===== src/rtl/fifo_wr_arbiter.sv =====
`default_nettype none
// ============================================================================
// Module      : fifo_wr_arbiter
// Description : Shares a single async_fifo write port among NUM_REQ
//               requesters in the w_clk domain. Round-robin arbitration with
//               bounded bursts: the owner keeps the port for up to BURST_MAX
//               accepted words, then the port is released and re-arbitrated.
//               FIFO full backpressure stalls the owner without losing words.
//
// Ports       : w_clk     - write-domain clock
//               w_rst_n   - asynchronous active-low reset
//               req       - per-requester valid, held with data until ack
//               req_data  - flattened data, requester i at [i*WIDTH +: WIDTH]
//               ack       - one-hot accept, word consumed on the ack edge
//               full      - FIFO full flag (w_clk domain)
//               w_en      - FIFO write enable
//               w_data    - FIFO write data
//               busy      - high while a burst is in progress
//               owner     - current or last owner index
//
// Revision    : 1.0 - initial release
// ============================================================================
module fifo_wr_arbiter #(
  parameter int WIDTH     = 32,
  parameter int NUM_REQ   = 4,
  parameter int BURST_MAX = 4
) (
  input  logic                       w_clk,
  input  logic                       w_rst_n,
  input  logic [NUM_REQ-1:0]         req,
  input  logic [NUM_REQ*WIDTH-1:0]   req_data,
  output logic [NUM_REQ-1:0]         ack,
  input  logic                       full,
  output logic                       w_en,
  output logic [WIDTH-1:0]           w_data,
  output logic                       busy,
  output logic [$clog2(NUM_REQ)-1:0] owner
);

  localparam int OW = $clog2(NUM_REQ);
  localparam int CW = $clog2(BURST_MAX + 1);

  localparam logic [CW-1:0] CNT_LAST = CW'(BURST_MAX - 1);
  // Pointer starts at the top index so that requester 0 wins first.
  localparam logic [OW-1:0] PTR_INIT = OW'(NUM_REQ - 1);

  typedef enum logic [0:0] {
    ST_IDLE  = 1'b0,
    ST_BURST = 1'b1
  } state_t;

  state_t        state_q,     state_d;
  logic [OW-1:0] owner_q,     owner_d;
  logic [OW-1:0] last_ptr_q,  last_ptr_d;
  logic [CW-1:0] burst_cnt_q, burst_cnt_d;

  logic [OW-1:0] winner;
  logic          winner_vld;
  logic          grant;
  logic          accept;

  // --------------------------------------------------------------------------
  // Round-robin winner: first set req bit searching upward from last_ptr+1,
  // wrapping modulo NUM_REQ. The last candidate examined is last_ptr itself,
  // so a lone requester re-wins after its own release.
  // --------------------------------------------------------------------------
  always_comb begin
    logic [OW-1:0] idx;
    winner     = last_ptr_q;
    winner_vld = 1'b0;
    idx        = '0;
    for (int k = 1; k <= NUM_REQ; k++) begin
      idx = OW'((int'(last_ptr_q) + k) % NUM_REQ);
      if (!winner_vld && req[idx]) begin
        winner     = idx;
        winner_vld = 1'b1;
      end
    end
  end

  // --------------------------------------------------------------------------
  // Write-port outputs: combinational from registered state, req and full so
  // that a full assertion blocks the write in the same cycle.
  // --------------------------------------------------------------------------
  assign grant  = (state_q == ST_BURST) && req[owner_q];
  assign accept = grant && !full;

  always_comb begin
    ack = '0;
    if (accept) begin
      ack[owner_q] = 1'b1;
    end
  end

  assign w_en   = accept;
  assign w_data = accept ? req_data[int'(owner_q)*WIDTH +: WIDTH] : '0;
  assign busy   = (state_q == ST_BURST);
  assign owner  = owner_q;

  // --------------------------------------------------------------------------
  // Next-state logic
  // --------------------------------------------------------------------------
  always_comb begin
    state_d     = state_q;
    owner_d     = owner_q;
    last_ptr_d  = last_ptr_q;
    burst_cnt_d = burst_cnt_q;
    case (state_q)
      ST_IDLE: begin
        if (winner_vld) begin
          owner_d     = winner;
          burst_cnt_d = '0;
          state_d     = ST_BURST;
        end
      end
      ST_BURST: begin
        if (!req[owner_q]) begin
          // Owner withdrew: give the port up without accepting anything.
          state_d    = ST_IDLE;
          last_ptr_d = owner_q;
        end else if (!full) begin
          if (burst_cnt_q == CNT_LAST) begin
            state_d    = ST_IDLE;
            last_ptr_d = owner_q;
          end else begin
            burst_cnt_d = burst_cnt_q + 1'b1;
          end
        end
        // full with a valid owner: everything holds, stall of any length.
      end
      default: begin
        state_d = ST_IDLE;
      end
    endcase
  end

  always_ff @(posedge w_clk or negedge w_rst_n) begin
    if (!w_rst_n) begin
      state_q     <= ST_IDLE;
      owner_q     <= '0;
      last_ptr_q  <= PTR_INIT;
      burst_cnt_q <= '0;
    end else begin
      state_q     <= state_d;
      owner_q     <= owner_d;
      last_ptr_q  <= last_ptr_d;
      burst_cnt_q <= burst_cnt_d;
    end
  end

endmodule
`default_nettype wire

===== config.mk =====
export PLATFORM = sky130hd
export DESIGN_NAME = fifo_wr_arbiter
export DESIGN_NICKNAME = d
export VERILOG_FILES = /design/src/rtl/fifo_wr_arbiter.sv
export SDC_FILE = /design/constraint.sdc
export NUM_CORES = 1
export LEC_CHECK = 0
export ABC_AREA = 1
export CORE_MARGIN = 8
export CORE_UTILIZATION = 25
export CTS_CLUSTER_SIZE = 8
export DETAILED_ROUTE_END_ITERATION = 16
export PLACE_DENSITY = 0.65
export SLEW_MARGIN = 20
export SYNTH_ARGS = -nofsm -noshare
export SYNTH_HDL_FRONTEND = slang
export SYNTH_SLANG_ARGS = --single-unit

===== constraint.sdc =====
create_clock -name w_clk -period 4.7 [get_ports w_clk]
set_input_delay 1.175 -clock w_clk [delete_from_list [all_inputs] [get_ports w_clk]]
set_output_delay 1.175 -clock w_clk [all_outputs]
set_load 0.01 [all_outputs]

# Word-level counts from Yosys, hierarchy flattened
# Cells that the tools add are included.
# word_totals
ff_bits,8
wordCells,72
# op_classes
addsub,5
order_cmp,6
mux,35
n_shift,1
n_reduce_logical,13
bitwise_logic,1
eq_ne,7
# ops
cell,count
$shiftx A128 B8 Y32,1
$mux W32,1
$lt A2 B3 Y1 const B,5
$mux W1,14
$mux W2,7
$mux W3,4
$bmux W1 S2,5
$ne A2 B2 Y1 const B,4
$logic_and A1 B1 Y1,6
$pmux W3 S2,1
$add A2 B1 Y2 const B,2
$add A2 B2 Y2 const B,2
$logic_not A1 Y1,4
$mux W4,1
$ne A2 B1 Y1 const B,2
$reduce_and A4 Y1,1
$add A3 B1 Y3 const B,1
$eq A3 B2 Y1 const B,1
$reduce_and A3 Y1,1
$demux W1 S2,1
$ge A2 B1 Y1 const B,1
$pmux W1 S2,1
$reduce_and A2 Y1,1
$not A1 Y1,1

# Depth between registers and ports, before layout
# depth
word_depth,15
ltp_mapped,12
mapped_depth_nobuf,11

# Worst setup path before layout
# No wires, ideal clock.
# synth_timing
path_type,input port to output port
start,in full
end,out ack[3]
setup_slack_ns,1.657
stages,4
path_buffers,1
arrival_time_ns,1.868
cell_sequence,nor2_1 -> nand2_4 -> buf_6 -> nor2_1
# synth_via
elab_chain_len,3
# synth_rtl
item,line,text
from (decl),33,"input logic full,"
$logic_not A1 Y1,n/a,
$logic_and A1 B1 Y1,86,assign accept = grant && !full;
$mux W4,90,if (accept) begin
to (decl),32,"output logic [NUM_REQ-1:0] ack,"
# Every way passes these cells.

# Worst setup path in the final report
# layout_timing
start,in req[0]
end,out w_data[1]
# layout_via
elab_chain_len,5
# layout_rtl
item,line,text
from (decl),30,"input logic [NUM_REQ-1:0] req,"
$bmux W1 S2,85,assign grant = (state_q == ST_BURST) && req[owner_q];
$mux W1 (implied by the code),85,
$logic_and A1 B1 Y1,85,
$logic_and A1 B1 Y1,86,
$mux W32,96,assign w_data = accept ? req_data[int'(owner_q)*WIDTH +: WIDTH] : '0;
to (decl),35,"output logic [WIDTH-1:0] w_data,"
# Every way passes these cells. The select of a mux whose other input is x is not followed.

==> impl_summary.md <==
Status
The flow ran to the end, and the final reports show no timing, DRC or antenna violations.

Flow run
The max capacitance violation total is 0.

Critical path
By startpoint and endpoint, the worst setup path is classified as input pin to output pin. Of all nets on the critical path, the largest fanout is 16. The worst setup path is captured at an output pin. The number of cells on the worst reg-to-reg path is 7. Data on the critical path is required at its endpoint by 3520 ps. For the worst setup path, the data arrival time is 3210 ps. The worst setup path is launched from an input pin.

STA
The share of the cycle needed by the critical path after routing is 93.3%. The worst slew slack as a fraction of its limit is 62.3%. The total count of max-transition violations in the final report is 0. The final hold slack is 510 ps. The worst clock skew is 0.768 ps. In the final timing run, aggregate negative setup slack is 0 ps. The slew at the pin closest to its max-slew limit is 565 ps. The peak clock frequency supported by timing is 228 MHz.

The final setup violation count is 0. The final critical delay including setup and external delays is 4380 ps. The number of hold violations in the final report came to 0. Setup repair after global routing left no endpoint under its margin.

Die
The floorplan core area is 7770 sq um. The standard-cell row count is 32. For this design the top-level I/O count stands at 175.

The initial cell density of the core is 25.9%. The full die area is 11200 sq um. The y dimension of the die is 106 microns. The width of the chip is 106 microns.

Detailed routing
The post-detailed-route count of antenna-violating nets is 0. The mean number of vias per cell is 4.78. The number of DRC violations after detailed routing is 0.

Dividing the detail-routed wire length by the instance count gives 17.8 microns. The routed via count is 2582. For this run, the detailed router's first-pass iteration total came to 4. In this run, the number of DRC markers left after iteration 0 of detailed routing was 110. The wire length after detailed routing is 9.63 mm.

Placed design
The placer's final routability congestion estimate is 0.827. The count of buffers from port buffering is 174. The wire-length estimate of the detail-placed layout is 7.71 mm.

Power
The analysis attributes to cell leakage a power of 1.34 nW. The switching power share of the total is 55.8%. The internal power of the cells totals 0.706 mW. Dividing total power by cell area gives a power density of 413 nW/um^2. Combinational logic is responsible for 82.2% of the overall power.

The net switching power of the design is 0.893 mW. The share of total power dissipated in sequential elements is 11.8%. The clock share of power is 6.0%. The worst-case IR drop observed on VDD is 374 uV.

Cells and area
Of the cells placed in the final design, the portion with a size suffix greater than 1 is 12.6%. 0 antenna diodes ended up in the layout. The area of all sequential standard cells is 203 sq um. The core utilization of the finished layout is 49.8%. The count of nets after finishing is 576. The filler cells instantiated in the layout total 766. The synthesis-to-finish area growth is 92.4%.

The combined area of the multi-input logic cells is 1630 sq um.

Clocking
For the worst-skew pair, the clock arrives at the later sink with an insertion delay of 240 ps. Clock-pin slew was measured on the worst setup and hold paths at 50 ps. Once the clock tree was built, the setup fixing pass inserted 0 buffers. Gates resized during post-CTS repair numbered 0.

The hold buffer count at cts is 0. The maximum buffer depth of the clock tree is 2. TritonCTS built the clock tree. The clock tree root buffer cell is clkbuf_8. The tree built by TritonCTS fans out to 8 sinks. The maximum level of the CTS H-tree is 1. The number of CTS-inserted buffers is 3.

Yosys
In the synthesized netlist, the number of instances is 274. The most common cell in the netlist is nand2_1. Yosys mapped the design onto 28 distinct sky130hd cell types. The area of the mapped netlist is 2010 sq um. a31oi_4 takes more of the synthesized area than any other cell. The part of the Yosys area used for sequential elements is 10.1%.

The number of nets in the synthesized netlist is 411. The proportion of netlist area held by the largest area contributor is 30.7%. The async set-reset flop share out of synthesis is 100%. The most common flop cell mapped by yosys is dfrtp_1. The synthesized design contains 0 enable-type register cells. By area the synthesized netlist is led by a31oi_4 31%, nand2_1 23%, a22oi_1 12%, dfrtp_1 7.5%, nand3_1 4.2%. The number of synthesis warnings is 0. The mean instance size in the synthesized netlist is 7.34 sq um. The number of storage elements in the synthesis netlist is 8. Ranked by instance count, the synthesized netlist is headed by 125 x nand2_1, 32 x a22oi_1, 29 x a31oi_4, 17 x nand3_1, 9 x clkbuf_1.

GRT
The pin count of the biggest net entering global routing is 33. The global routing usage summed across all routing layers is 16.3%. The number of antenna violations at the first check in global routing was 0. The via count of the first global-routing pass was 2652. The wire length of the first global-routing pass is 15.0 mm. The overflow left after global routing is 0.

Worst hold path
The worst hold path depth is 2. The kind of path behind the tightest hold check is flip-flop to flip-flop.
stage by stage:
| stage | cell area [sq um] | power, mW | setup slack, ps | cells |
|---|---|---|---|---|
| floorplan | 2010 | 1.07 | 1660 | 274 |
| global placement | 3820 | 1.49 | 395 | 536 |
| detailed placement | 3820 | 1.52 | 310 | 536 |
| CTS | 3870 | 1.62 | 303 | 540 |
| global route | 3870 | 1.73 | 249 | 540 |
| finish | 3870 | 1.60 | 316 | 540 |
worst max-delay path, stage by stage:
cell	delay, ps
clkdlybuf4s50_1	540
nand2_1	100
nand4_2	140
nand2_4	230
buf_12	260
a31oi_1	190
clkdlybuf4s50_1	570
cells by family after synthesis:
logic type | synth area share (%)
adder cells (fa/ha/maj) | 1.24
AND/OR/NAND/NOR | 34.7
buffers and inverters | 8.95
flip-flops | 10.1
AO/OA/AOI/OAI | 45.0
registers in the layout, indices dropped and copies added, names as in the netlist:
signal,flops
burst_cnt_q,3
last_ptr_q,2
owner,2
busy,1
path summary, 6_finish.rpt:
kind	from	to	slack (ps)
max in group asynchronous	w_rst_n	last_ptr_q[0]	3120
setup reg to reg	owner[0]	burst_cnt_q[1]	2990
hold reg to reg	burst_cnt_q[2]	burst_cnt_q[2]	510
setup / recovery	req[0]	w_data[1]	320
hold / removal	burst_cnt_q[2]	burst_cnt_q[2]	510
min in group asynchronous	w_rst_n	burst_cnt_q[2]	1240
routing by layer:
metal  part of all wire, %  global-route usage (%)
met1                    41                    19.3
met3                   7.2                    3.84
met5                     0                       0
met4                   1.5                    3.92
met2                    50                    28.8
placed cells by master, fill, tap and decap left out, types with 3 or more instances in the layout:
cell,n
dfrtp_1,6
a22oi_1,32
a31oi_4,29
inv_1,4
clkdlybuf4s50_1,174
o21ai_1,3
clkbuf_8,3
buf_4,4
nand2_2,3
nor2_1,6
nand2_1,125
a31oi_1,3
nor3_1,3
nand3_1,17
inv_2,5
layout make-up:
class	instances	share of cell area, %
Multi-Input combinational cell	233	42.1
Sequential cell	8	5.24
Tap cell	102	3.30
Inverter	13	1.39
Clock buffer	4	1.16
Timing Repair Buffer	180	46.8
power by group through the flow:
stage / registers (mW) / clock network, mW / logic, mW
floorplan: 0.130 / 0 / 0.942
global placement: 0.185 / 0 / 1.31
detailed placement: 0.188 / 0 / 1.33
CTS: 0.187 / 0.0941 / 1.33
global route: 0.197 / 0.0976 / 1.43
finish: 0.188 / 0.0960 / 1.31
No activity file was read; power rests on OpenSTA's default activity.
